File: src/rtl/hpdcache_l15_responder_pkg.sv
// hpdcache_l15_responder_pkg: L1.5 request/return types, responder FSM states and FIFO entry.
package hpdcache_l15_responder_pkg;
   localparam int HPDCACHE_PA_WIDTH = 40;
   localparam int L15_TID_WIDTH = 2;
   typedef enum logic [4:0] {
      L15_LOAD_RQ  = 5'b00000,
      L15_STORE_RQ = 5'b00001,
      L15_IMISS_RQ = 5'b10000
   } l15_reqtypes_t;
   typedef enum logic [3:0] {
      L15_LOAD_RET  = 4'b0000,
      L15_IFILL_RET = 4'b0001,
      L15_EVICT_REQ = 4'b0011,
      L15_ST_ACK    = 4'b0100,
      L15_ERR_RET   = 4'b1100
   } l15_rtrntypes_t;
   typedef struct packed {
      logic                         l15_val;
      logic                         l15_req_ack;
      l15_reqtypes_t                l15_rqtype;
      logic                         l15_nc;
      logic [2:0]                   l15_size;
      logic [L15_TID_WIDTH-1:0]     l15_threadid;
      logic [HPDCACHE_PA_WIDTH-1:0] l15_address;
      logic [63:0]                  l15_data;
   } l15_req_t;
   typedef struct packed {
      logic                     l15_ack;
      logic                     l15_val;
      l15_rtrntypes_t           l15_returntype;
      logic                     l15_error;
      logic                     l15_noncacheable;
      logic [L15_TID_WIDTH-1:0] l15_threadid;
      logic [63:0]              l15_data_0;
      logic [63:0]              l15_data_1;
      logic [63:0]              l15_data_2;
      logic [63:0]              l15_data_3;
      logic                     l15_inval_icache_inval;
      logic                     l15_inval_dcache_inval;
      logic [11:0]              l15_inval_address_15_4;
   } l15_rtrn_t;
   typedef enum logic [2:0] {IDLE, MEM_REQ, MEM_WAIT, RTRN, INVAL} hpdc_l15_resp_state_t;
   typedef struct packed {
      l15_reqtypes_t                rqtype;
      logic                         nc;
      logic [2:0]                   size;
      logic [L15_TID_WIDTH-1:0]     threadid;
      logic [HPDCACHE_PA_WIDTH-1:0] address;
      logic [63:0]                  data;
   } hpdc_l15_fifo_ent_t;
   function automatic logic [63:0] swap64(input logic [63:0] d);
      logic [63:0] r;
      for (int i = 0; i < 8; i++) r[8*i +: 8] = d[8*(7-i) +: 8];
      return r;
   endfunction
endpackage

File: src/rtl/hpdcache_l15_responder_if.sv
// hpdcache_l15_responder_if: L1.5 request/return channel plus the fixed-width memory port.
// slave is the responder's view, master the requester/memory side.
interface hpdcache_l15_responder_if
   import hpdcache_l15_responder_pkg::*;
#(
   parameter int MemDataWidth = 256,
   parameter int MemAddrWidth = HPDCACHE_PA_WIDTH
) ();
   l15_req_t                  l15_req;
   l15_rtrn_t                 l15_rtrn;
   logic                      mem_req_valid;
   logic                      mem_req_ready;
   logic                      mem_req_we;
   logic [MemAddrWidth-1:0]   mem_req_addr;
   logic [MemDataWidth/8-1:0] mem_req_be;
   logic [MemDataWidth-1:0]   mem_req_wdata;
   logic                      mem_rsp_valid;
   logic [MemDataWidth-1:0]   mem_rsp_rdata;
   logic                      inval_valid;
   logic [MemAddrWidth-1:0]   inval_addr;
   modport slave (
      input  l15_req, mem_req_ready, mem_rsp_valid, mem_rsp_rdata, inval_valid, inval_addr,
      output l15_rtrn, mem_req_valid, mem_req_we, mem_req_addr, mem_req_be, mem_req_wdata
   );
   modport master (
      output l15_req, mem_req_ready, mem_rsp_valid, mem_rsp_rdata, inval_valid, inval_addr,
      input  l15_rtrn, mem_req_valid, mem_req_we, mem_req_addr, mem_req_be, mem_req_wdata
   );
endinterface

File: src/rtl/hpdcache_l15_responder_store_be.sv
// hpdcache_l15_responder_store_be: store size/address to 32B-line byte enables and error flag.
// Byte index within the line is addr[4:0]; sizes above 8B and misaligned addresses are errors.
module hpdcache_l15_responder_store_be (
   input  logic [2:0]  size_i,
   input  logic [4:0]  addr_i,
   output logic [31:0] be_o,
   output logic        err_o
);
   logic [7:0] mask;
   logic [2:0] align;
   assign mask  = size_i == 3'd0 ? 8'h01 : size_i == 3'd1 ? 8'h03 : size_i == 3'd2 ? 8'h0F : 8'hFF;
   assign align = {&size_i[1:0], size_i[1], |size_i[1:0]};
   assign be_o  = 32'(mask) << addr_i;
   assign err_o = size_i[2] | |(addr_i[2:0] & align);
endmodule

File: src/rtl/hpdcache_l15_responder.sv
// hpdcache_l15_responder: L1.5 stand-in serving l15 requests from a 32B memory port via a 2-entry FIFO.
// Define HPDC_L15_RESP_INVAL_EN to forward external invalidations as EVICT_REQ returns.
module hpdcache_l15_responder
   import hpdcache_l15_responder_pkg::*;
#(
   parameter int MemDataWidth  = 256,
   parameter bit SwapEndianess = 1'b1,
   parameter int MemAddrWidth  = HPDCACHE_PA_WIDTH
) (
   input logic clk_i,
   input logic rst_i,
   hpdcache_l15_responder_if.slave bus
);
   hpdc_l15_resp_state_t state_q, state_d;
   hpdc_l15_fifo_ent_t   fifo_q [2];
   hpdc_l15_fifo_ent_t   head;
   logic                      rd_q, wr_q;
   logic [1:0]                cnt_q;
   logic [MemDataWidth-1:0]   line_q;
   logic [MemDataWidth/8-1:0] head_be;
   logic [63:0]               lane [4];
   logic                      full, empty, push, pop, be_err, head_err, mem_valid;
   logic                      is_imiss, is_load, tid_hit, inval_pend;
   logic [11:0]               inval_a;
   l15_rtrn_t                 rtrn;
   assign full  = cnt_q == 2'd2;
   assign empty = cnt_q == 2'd0;
   assign push  = bus.l15_req.l15_val & !full;
   assign pop   = state_q == RTRN & bus.l15_req.l15_req_ack;
   assign head  = fifo_q[rd_q];
   assign tid_hit = cnt_q == 2'd1 && head.threadid == bus.l15_req.l15_threadid;
   hpdcache_l15_responder_store_be u_be (
      .size_i (head.size),
      .addr_i (head.address[4:0]),
      .be_o   (head_be),
      .err_o  (be_err)
   );
   assign head_err = head.rqtype == L15_STORE_RQ & be_err;
   always_ff @(posedge clk_i) begin
      if (rst_i) begin
         state_q <= IDLE;
         rd_q    <= 1'b0;
         wr_q    <= 1'b0;
         cnt_q   <= 2'd0;
         line_q  <= '0;
      end else begin
         state_q <= state_d;
         if (push) begin
            fifo_q[wr_q] <= '{bus.l15_req.l15_rqtype, bus.l15_req.l15_nc, bus.l15_req.l15_size,
                              bus.l15_req.l15_threadid, bus.l15_req.l15_address, bus.l15_req.l15_data};
            wr_q <= !wr_q;
         end
         if (pop) rd_q <= !rd_q;
         cnt_q <= cnt_q + 2'(push) - 2'(pop);
         if (state_q == MEM_WAIT && bus.mem_rsp_valid) line_q <= bus.mem_rsp_rdata;
      end
   end
`ifdef HPDC_L15_RESP_INVAL_EN
   logic inval_pend_q;
   logic [11:0] inval_addr_q;
   logic unused_inval_bits;
   assign unused_inval_bits = ^{bus.inval_addr[MemAddrWidth-1:16], bus.inval_addr[3:0]};
   always_ff @(posedge clk_i) begin
      if (rst_i) begin
         inval_pend_q <= 1'b0;
         inval_addr_q <= '0;
      end else if (bus.inval_valid && !inval_pend_q) begin
         inval_pend_q <= 1'b1;
         inval_addr_q <= bus.inval_addr[15:4];
      end else if (state_q == INVAL && bus.l15_req.l15_req_ack) begin
         inval_pend_q <= 1'b0;
      end
   end
   assign inval_pend = inval_pend_q;
   assign inval_a    = inval_addr_q;
`else
   logic unused_inval;
   assign unused_inval = ^{bus.inval_valid, bus.inval_addr};
   assign inval_pend   = 1'b0;
   assign inval_a      = '0;
`endif
   always_comb begin
      for (int k = 0; k < 4; k++) lane[k] = SwapEndianess ? swap64(line_q[64*k +: 64]) : line_q[64*k +: 64];
   end
   assign is_imiss = head.rqtype == L15_IMISS_RQ;
   assign is_load  = head.rqtype != L15_IMISS_RQ & head.rqtype != L15_STORE_RQ;
   // A new head may be an illegal store: it then skips memory and returns an error.
   always_comb begin
      state_d      = state_q;
      mem_valid    = 1'b0;
      rtrn         = '0;
      rtrn.l15_ack = !full & !rst_i;
      case (state_q)
         IDLE: begin
            if (inval_pend) state_d = INVAL;
            else if (!empty) begin
               mem_valid = !head_err;
               state_d   = head_err ? RTRN : bus.mem_req_ready ? MEM_WAIT : MEM_REQ;
            end
         end
         MEM_REQ: begin
            mem_valid = !head_err;
            state_d   = head_err ? RTRN : bus.mem_req_ready ? MEM_WAIT : MEM_REQ;
         end
         MEM_WAIT: state_d = bus.mem_rsp_valid ? RTRN : MEM_WAIT;
         RTRN: begin
            rtrn.l15_val          = 1'b1;
            rtrn.l15_error        = head_err;
            rtrn.l15_noncacheable = head.nc;
            rtrn.l15_threadid     = head.threadid;
            rtrn.l15_returntype   = head_err ? L15_ERR_RET : is_imiss ? L15_IFILL_RET :
                                    is_load ? L15_LOAD_RET : L15_ST_ACK;
            rtrn.l15_data_0 = is_imiss ? lane[0] : is_load ? (head.address[4] ? lane[2] : lane[0]) : '0;
            rtrn.l15_data_1 = is_imiss ? lane[1] : is_load ? (head.address[4] ? lane[3] : lane[1]) : '0;
            rtrn.l15_data_2 = is_imiss ? lane[2] : '0;
            rtrn.l15_data_3 = is_imiss ? lane[3] : '0;
            if (bus.l15_req.l15_req_ack) state_d = full ? MEM_REQ : IDLE;
         end
         INVAL: begin
            rtrn.l15_val                = 1'b1;
            rtrn.l15_returntype         = L15_EVICT_REQ;
            rtrn.l15_inval_icache_inval = 1'b1;
            rtrn.l15_inval_address_15_4 = inval_a;
            if (bus.l15_req.l15_req_ack) state_d = IDLE;
         end
         default: state_d = IDLE;
      endcase
   end
   assign bus.l15_rtrn      = rtrn;
   assign bus.mem_req_valid = mem_valid;
   assign bus.mem_req_we    = head.rqtype == L15_STORE_RQ;
   assign bus.mem_req_addr  = {head.address[MemAddrWidth-1:5], 5'b0};
   assign bus.mem_req_be    = bus.mem_req_we ? head_be : '0;
   assign bus.mem_req_wdata = {(MemDataWidth/64){SwapEndianess ? swap64(head.data) : head.data}};
   // Threads must not have two requests in flight at once.
   assert property (@(posedge clk_i) disable iff (rst_i) !(push && tid_hit));
endmodule

File: src/flat_wrapper.sv
// flat-port wrapper written by rule: the top's interface ports become plain ports
module hpdcache_l15_responder_flat import hpdcache_l15_responder_pkg::*;
#(
   parameter int MemDataWidth  = 256,
   parameter bit SwapEndianess = 1'b1,
   parameter int MemAddrWidth  = HPDCACHE_PA_WIDTH
)
  (clk_i, rst_i, bus_l15_req, bus_mem_req_ready, bus_mem_rsp_valid, bus_mem_rsp_rdata, bus_inval_valid, bus_inval_addr, bus_l15_rtrn, bus_mem_req_valid, bus_mem_req_we, bus_mem_req_addr, bus_mem_req_be, bus_mem_req_wdata);
  hpdcache_l15_responder_if #(.MemDataWidth(MemDataWidth), .MemAddrWidth(MemAddrWidth)) bus_i ();
  input logic clk_i;
  input logic rst_i;
  input wire logic [$bits(bus_i.l15_req)-1:0] bus_l15_req;
  input wire logic [$bits(bus_i.mem_req_ready)-1:0] bus_mem_req_ready;
  input wire logic [$bits(bus_i.mem_rsp_valid)-1:0] bus_mem_rsp_valid;
  input wire logic [$bits(bus_i.mem_rsp_rdata)-1:0] bus_mem_rsp_rdata;
  input wire logic [$bits(bus_i.inval_valid)-1:0] bus_inval_valid;
  input wire logic [$bits(bus_i.inval_addr)-1:0] bus_inval_addr;
  output wire logic [$bits(bus_i.l15_rtrn)-1:0] bus_l15_rtrn;
  output wire logic [$bits(bus_i.mem_req_valid)-1:0] bus_mem_req_valid;
  output wire logic [$bits(bus_i.mem_req_we)-1:0] bus_mem_req_we;
  output wire logic [$bits(bus_i.mem_req_addr)-1:0] bus_mem_req_addr;
  output wire logic [$bits(bus_i.mem_req_be)-1:0] bus_mem_req_be;
  output wire logic [$bits(bus_i.mem_req_wdata)-1:0] bus_mem_req_wdata;
  assign bus_i.l15_req = bus_l15_req;
  assign bus_i.mem_req_ready = bus_mem_req_ready;
  assign bus_i.mem_rsp_valid = bus_mem_rsp_valid;
  assign bus_i.mem_rsp_rdata = bus_mem_rsp_rdata;
  assign bus_i.inval_valid = bus_inval_valid;
  assign bus_i.inval_addr = bus_inval_addr;
  assign bus_l15_rtrn = bus_i.l15_rtrn;
  assign bus_mem_req_valid = bus_i.mem_req_valid;
  assign bus_mem_req_we = bus_i.mem_req_we;
  assign bus_mem_req_addr = bus_i.mem_req_addr;
  assign bus_mem_req_be = bus_i.mem_req_be;
  assign bus_mem_req_wdata = bus_i.mem_req_wdata;
  hpdcache_l15_responder #(.MemDataWidth(MemDataWidth), .SwapEndianess(SwapEndianess), .MemAddrWidth(MemAddrWidth)) u_core (.clk_i(clk_i), .rst_i(rst_i), .bus(bus_i));
endmodule
File: config.mk
export PLATFORM = sky130hd
export DESIGN_NAME = hpdcache_l15_responder_flat
export DESIGN_NICKNAME = d
export VERILOG_FILES = /design/src/rtl/hpdcache_l15_responder_pkg.sv /design/src/rtl/hpdcache_l15_responder_if.sv /design/src/rtl/hpdcache_l15_responder_store_be.sv /design/src/rtl/hpdcache_l15_responder.sv /design/src/flat_wrapper.sv
export SDC_FILE = /design/constraint.sdc
export NUM_CORES = 1
export LEC_CHECK = 0
export CAP_MARGIN = 20
export CORE_AREA = 3 3 403 405
export DETAILED_ROUTE_END_ITERATION = 16
export DIE_AREA = 0 0 406 408
export GPL_TIMING_DRIVEN = 0
export HOLD_SLACK_MARGIN = 0.05
export PLACE_DENSITY = 0.34
export SKIP_LAST_GASP = 1
export SLEW_MARGIN = 30
export SYNTH_ARGS = -nofsm -noshare
export SYNTH_HDL_FRONTEND = slang
export SYNTH_SLANG_ARGS = --single-unit
File: constraint.sdc
create_clock -name clk_i -period 31.8 [get_ports clk_i]
set_clock_uncertainty 0.1 [all_clocks]
set_input_delay 6.36 -clock clk_i [delete_from_list [all_inputs] [get_ports clk_i]]
set_output_delay 6.36 -clock clk_i [all_outputs]
set_load 0.01 [all_outputs]
=== Yosys cells after proc, flatten, opt, wreduce, memory -nomap -nowiden ===
Memories as Yosys holds them, arrays and structs flattened. A register that Yosys moved wholly into a read port is not among the register bits.
Cells that the tools add are included.
W data, S select, Z words.

* Bits in registers: 263
* Latch bits: 0
* RAM bits: 230
* Memory bits (read-only): 0
* Input port bits: 418
* Memories kept: 1

* Add/subtract/negate cells: 2
* Multiply operators: 0
* Divide/modulo/power cells: 0
* Order comparisons: 0
* Equal/unequal tests: 14
* Shift operators: 1
* Mux-type cells: 33
* Bitwise operators: 7
* Reduce and logical (&&, ||, !) cells: 13

{| class="wikitable"
|+ Memories
! memory !! words !! bits a word !! rd ports !! clocked after memory_dff !! write ports !! line !! RTL
|-
| u_core.fifo_q || 2 || 115 || 1 || 1 || 1 || hpdcache_l15_responder.sv:15 || <nowiki>hpdc_l15_fifo_ent_t fifo_q [2];</nowiki>
|}

{| class="wikitable"
|+ Operators with widths
! cell !! number
|-
| $mux W64 || 8
|-
| $mux W260 || 1
|-
| $mux W32 || 1
|-
| $shl A8 B5 Y32 || 1
|-
| $mux W8 || 3
|-
| $mux W3 || 5
|-
| $pmux W3 S5 || 1
|-
| $pmux W5 S2 || 1
|-
| $eq A3 B2 Y1 const B || 3
|-
| $mux W1 || 9
|-
| $mux W4 || 2
|-
| $eq A3 B1 Y1 const B || 2
|-
| $logic_not A3 Y1 || 2
|-
| $ne A2 B2 Y1 const B || 3
|-
| $and A1 B1 Y1 || 5
|-
| $eq A5 B1 Y1 const B || 1
|-
| $eq A5 B5 Y1 const B || 1
|-
| $logic_not A1 Y1 || 5
|-
| $ne A5 B1 Y1 const B || 1
|-
| $ne A5 B5 Y1 const B || 1
|-
| $and A3 B3 Y3 || 1
|-
| $eq A3 B3 Y1 const B || 1
|-
| $reduce_and A3 Y1 || 1
|-
| $reduce_or A3 Y1 || 1
|-
| other kinds (10) || 10
|}

=== Depth between registers and ports, before layout ===
* Depth in word-level cells: 8
* Mapped depth: 11
* Depth with buffers taken out: 10

=== Hierarchy ===
Synthesis repeated with hierarchy kept, for this count alone.

* Cells, all modules: 2273
* Area, all modules: 22663.0 um^2

{| class="wikitable"
|+ Modules (own cells, without submodules)
! module !! times used !! cells an instance !! area each (um^2) !! seq. area each (um^2)
|-
| hpdcache_l15_responder || 1 || 2170 || 22044.9 || 12171.7
|-
| hpdcache_l15_responder_store_be || 1 || 103 || 618.1 || 0.0
|}

=== Worst setup path after synthesis ===
No wires, ideal clock.

* Path kind: input port to flip-flop
* Start point: input rst_i
* End point: memory u_core.fifo_q[1][0] in the netlist's numbering, enable pin
* Library setup time: 754 ps
* Data arrival time: 14950 ps
* Data required time: 30946 ps
* Path slack: 15996 ps
* Stages: 2
* Path buffers: 1
* Cells stage by stage: clkbuf_1 -> nor3b_1

* Longest elaborated chain between the ends: 2

{| class="wikitable"
|+ RTL lines
! what !! line !! RTL
|-
| start: declaration || flat_wrapper.sv:11 || <nowiki>input logic rst_i;</nowiki>
|-
| $mux W1 || hpdcache_l15_responder.sv:40 || <nowiki>if (rst_i) begin</nowiki>
|-
| $mux W1 (not written as such) || hpdcache_l15_responder.sv:49 || <nowiki>fifo_q[wr_q] <= '{bus.l15_req.l15_rqtype, bus.l15_req.l15_nc, bus.l15_req.l15_size,</nowiki>
|-
| end: declaration || hpdcache_l15_responder.sv:15 ||
|}

No other way between the ends.

=== Worst setup path in the final report ===
* Start point: input rst_i
* End point: output bus_l15_rtrn[279]

* Longest elaborated chain between the ends: 2

{| class="wikitable"
|+ RTL lines
! what !! line !! RTL
|-
| $logic_not A1 Y1 || hpdcache_l15_responder.sv:92 || <nowiki>rtrn.l15_ack = !full & !rst_i;</nowiki>
|-
| $and A1 B1 Y1 || hpdcache_l15_responder.sv:92 ||
|-
| end: declaration || flat_wrapper.sv:18 || <nowiki>output wire logic [$bits(bus_i.l15_rtrn)-1:0] bus_l15_rtrn;</nowiki>
|}

No other way between the ends.

==> insert_results.sql <==
INSERT INTO impl_metrics (metric_group, metric, value, unit) VALUES
('setup_path', 'timing.reg2reg.worst_path_depth', '15', ''),
('detailed_routing', 'drc', '0', ''),
('layout', 'layout_common_cells', 'sky130_fd_sc_hd__clkdlybuf4s50_1 (966), sky130_fd_sc_hd__nand2_1 (526), sky130_fd_sc_hd__a21oi_1 (266)', ''),
('placement', 'portbufs', '966', ''),
('clocking', 'clkLatencyLatePin', '0.66', 'ns'),
('clocking', 'maximum_count_of_clock_buffers_along_a_single_path', '3', ''),
('timing', 'f_max', '0.0666', 'GHz'),
('setup_path', 'cp-start-kind', 'primary input', ''),
('setup_path', 'max_incr_delay_on_cp', '0.58', 'ns'),
('setup_path', 'timing.critical_path.cells', 'clkdlybuf4s50_1 > clkbuf_2 > clkbuf_2 > a21oi_1 > clkdlybuf4s50_1', ''),
('run_status', 'status', 'finished, final reports clean', ''),
('layout', 'final_area', '36700', 'um2'),
('timing', 'unrepaired_setup_endpoints_after_global_routing', 'no', ''),
('logic_synthesis', 'yosys_warnings', '0', ''),
('timing', 'setup-tns-final', '0', 'ns'),
('detailed_routing', 'wl_per_cell', '24.3', 'um'),
('logic_synthesis', 'synth_cells', '2168', ''),
('hold_path', 'hp-class', 'reg -> reg', ''),
('power_and_ir_drop', 'intPower', '1260', 'uW'),
('timing', 'max-slew-margin-rel', '39.3', '%'),
('setup_path', 'required_arrival_time_at_the_worst_endpoint', '25.34', 'ns'),
('logic_synthesis', 'synthesis.area_per_instance', '10.1', 'um2'),
('layout', 'finish.net_count', '3681', ''),
('global_route', 'first_global_vias', '20100', ''),
('setup_path', 'critical_path.reg2reg.endpoint', 'u_core.fifo_q[0][99]', ''),
('logic_synthesis', 'ys_ff_latch', '493', ''),
('setup_path', 'crit_arrival', '8.55', 'ns'),
('clocking', 'ctsResizeCount', '0', ''),
('clocking', 'cts-buffers-inserted', '67', ''),
('timing', 'min_period', '15.01', 'ns'),
('timing', 'setup_viol', '0', ''),
('placement', 'post_detailed_placement_cell_area', '34600', 'um2'),
('setup_path', 'setup.worst_path.end_class', 'primary output', ''),
('detailed_routing', 'vias_per_cell', '3.69', ''),
('layout', 'layout.cells.most_common', 'sky130_fd_sc_hd__clkdlybuf4s50_1', ''),
('power_and_ir_drop', 'power_density', '47.2', 'nW/um2'),
('detailed_routing', 'dr.first_iter.drc_count', '895', ''),
('floorplan', 'placement_rows', '146', ''),
('logic_synthesis', 'ys_seq_area_share', '55.6', '%'),
('clocking', 'numClockSinks', '493', ''),
('clocking', 'clk_root_buffer_cell', 'sky130_fd_sc_hd__clkbuf_16', ''),
('layout', 'sequential_cell_area', '12200', 'um2'),
('floorplan', 'vertical_die_dimension', '408', 'um'),
('global_route', 'grt_pass1_wl', '175000', 'um'),
('placement', 'gp_routability_congestion', '0.861', ''),
('power_and_ir_drop', 'power.leakage', '0.0127', 'uW'),
('power_and_ir_drop', 'pwr-share-clk', '42.3', '%'),
('timing', 'timing.final.hold_violations', '0', ''),
('setup_path', 'worst_path_max_delay_cell', 'sky130_fd_sc_hd__clkdlybuf4s50_1', ''),
('timing', 'final_number_of_max_transition_violations', '0', ''),
('setup_path', 'worstPathMaxFanout', '10', ''),
('clocking', 'h-tree-depth', '3', ''),
('hold_path', 'min_delay_worst_endpoint', 'u_core.line_q[64]', ''),
('clocking', 'postCtsSetupRepairBufs', '0', ''),
('setup_path', 'reg2reg_setup_slack', '28.32', 'ns'),
('power_and_ir_drop', 'peakVddDrop', '0.0000325', 'V'),
('logic_synthesis', 'most_instantiated_flip_flop_cell_in_the_synthesis_netlist', 'sky130_fd_sc_hd__dfxtp_1', ''),
('setup_path', 'path_class', 'in -> out', ''),
('floorplan', 'die_w', '406', 'um'),
('detailed_routing', 'finalWirelength', '131000', 'um'),
('layout', 'syn_to_final_growth', '67.5', '%'),
('timing', 'worst_slew_pin_slew', '0.910', 'ns'),
('logic_synthesis', 'async_flop_share', '0', '%'),
('layout', 'fillCellCount', '17400', ''),
('detailed_routing', 'antenna_left', '0', ''),
('detailed_routing', 'drtPass1Iterations', '5', ''),
('detailed_routing', 'dr_total_vias', '19900', ''),
('power_and_ir_drop', 'share_seq_of_total_power', '41.5', '%'),
('global_route', 'grt_use_total', '15.4', '%'),
('logic_synthesis', 'synth-edff-count', '230', ''),
('layout', 'multi_input_area', '7500', 'um2');
-- flip-flops by register name (all words and copies together), names as in the netlist, named ones only --
| signal | cells |
|---|---|
| u_core.state_q | 2 |
| u_core.cnt_q | 2 |
| u_core.wr_q | 1 |
| u_core.line_q | 256 |
| u_core.fifo_q | 230 |
| u_core.rd_q | 1 |
-- critical path, delay by kind of cell --
family | cells | cell delay [ns]
compound gates | 1 | 0.08
buf+inv | 4 | 2.09
-- cells by family (layout without fill, tap and decap cells) --
group / Yosys count / after routing / share of synthesized area (%)
compound gates: 437 / 437 / 12.7
simple gates: 741 / 741 / 14.8
mux: 116 / 116 / 5.96
fa+ha+maj: 3 / 3 / 0.160
buf+inv: 371 / 1493 / 10.6
other cells: 1 / 40 / 0.0171
xor+xnor: 6 / 6 / 0.240
flops: 493 / 493 / 55.6
-- per-layer routing --
metal	vias up	global-route usage [%]	share of wire [%]
met1	9631	18.4	42
li1	9467	-	-
met4	12	4.96	2.5
met2	666	26.4	49
met5	-	0	0.071
met3	147	4.25	6.6
-- worst max-delay path by stage --
stage | start | endpoint | slack, ns
floorplan | rst_i | u_core.fifo_q[1][0] | 16.00
CTS | rst_i | bus_l15_rtrn[279] | 16.61
global placement | rst_i | u_core.fifo_q[1][56] | 7.40
global route | rst_i | bus_l15_rtrn[279] | 16.57
detailed placement | rst_i | bus_l15_rtrn[279] | 16.63
finish | rst_i | bus_l15_rtrn[279] | 16.79
-- cells in the mapped netlist, types with 2 or more instances --
cell                        number  area share (%)
sky130_fd_sc_hd__dfxtp_1       263              24
sky130_fd_sc_hd__a32oi_1         3            0.12
sky130_fd_sc_hd__nand2_1       526             9.0
sky130_fd_sc_hd__nand3_1         3           0.069
sky130_fd_sc_hd__mux2i_1         9            0.41
sky130_fd_sc_hd__o31ai_1         3            0.10
sky130_fd_sc_hd__mux2_2        106             5.4
sky130_fd_sc_hd__and2_1        129             3.7
sky130_fd_sc_hd__nor3b_1         7            0.24
sky130_fd_sc_hd__buf_6          12            0.62
sky130_fd_sc_hd__inv_1           8            0.14
sky130_fd_sc_hd__edfxtp_1      230              32
sky130_fd_sc_hd__and3b_1         3            0.12
sky130_fd_sc_hd__xnor2_1         3            0.12
sky130_fd_sc_hd__a21oi_1       266             6.1
sky130_fd_sc_hd__a2bb2oi_1       2           0.080
sky130_fd_sc_hd__o21a_1          2           0.069
sky130_fd_sc_hd__buf_1           9            0.15
sky130_fd_sc_hd__o22ai_1         6            0.17
sky130_fd_sc_hd__or2_2           2           0.057
sky130_fd_sc_hd__xor2_1          3            0.12
sky130_fd_sc_hd__o32ai_1         4            0.16
sky130_fd_sc_hd__o21ai_0         7            0.16
sky130_fd_sc_hd__nor2b_1         2           0.057
sky130_fd_sc_hd__clkbuf_1      101             1.7
sky130_fd_sc_hd__buf_4         216             7.4
sky130_fd_sc_hd__ha_1            2            0.11
sky130_fd_sc_hd__nor3_1         19            0.43
sky130_fd_sc_hd__buf_2          25            0.57
sky130_fd_sc_hd__nor2_1         40            0.69
sky130_fd_sc_hd__a22o_1        128             5.1
sky130_fd_sc_hd__and3_1          2           0.057
sky130_fd_sc_hd__a211oi_1        4            0.14
-- metrics by stage --
step	setup WS, ns	hold slack, ns	power (uW)	cells	utilization, %
after CTS	16.61	0.355	1770	5381	23.1
final	16.79	0.353	1730	5401	23.1
after global placement	7.40	0.344	1030	5225	21.6
after detailed placement	16.63	0.347	1020	5264	21.8
after global routing	16.57	0.374	1820	5393	23.1
after floorplan	16.00	0.337	847	2187	-
-- layout make-up --
type / count / area share (%)
Sequential cell: 493 / 33.2
Timing Repair Buffer: 1005 / 27.2
Multi-Input combinational cell: 1323 / 20.4
Tap cell: 2072 / 7.06
Buffer: 363 / 6.32
Clock buffer: 91 / 5.01
Clock inverter: 26 / 0.580
Antenna cell: 20 / 0.136
Inverter: 8 / 0.0818
-- power groups by stage --
stage          clock network, uW  registers [uW]  logic (uW)
2_1_floorplan                  0             730         118
3_3_place_gp                   0             743         282
3_5_place_dp                   0             732         288
4_1_cts                      766             719         290
5_1_grt                      789             722         305
6_report                     733             719         281
No activity file was read; power rests on OpenSTA's default activity.
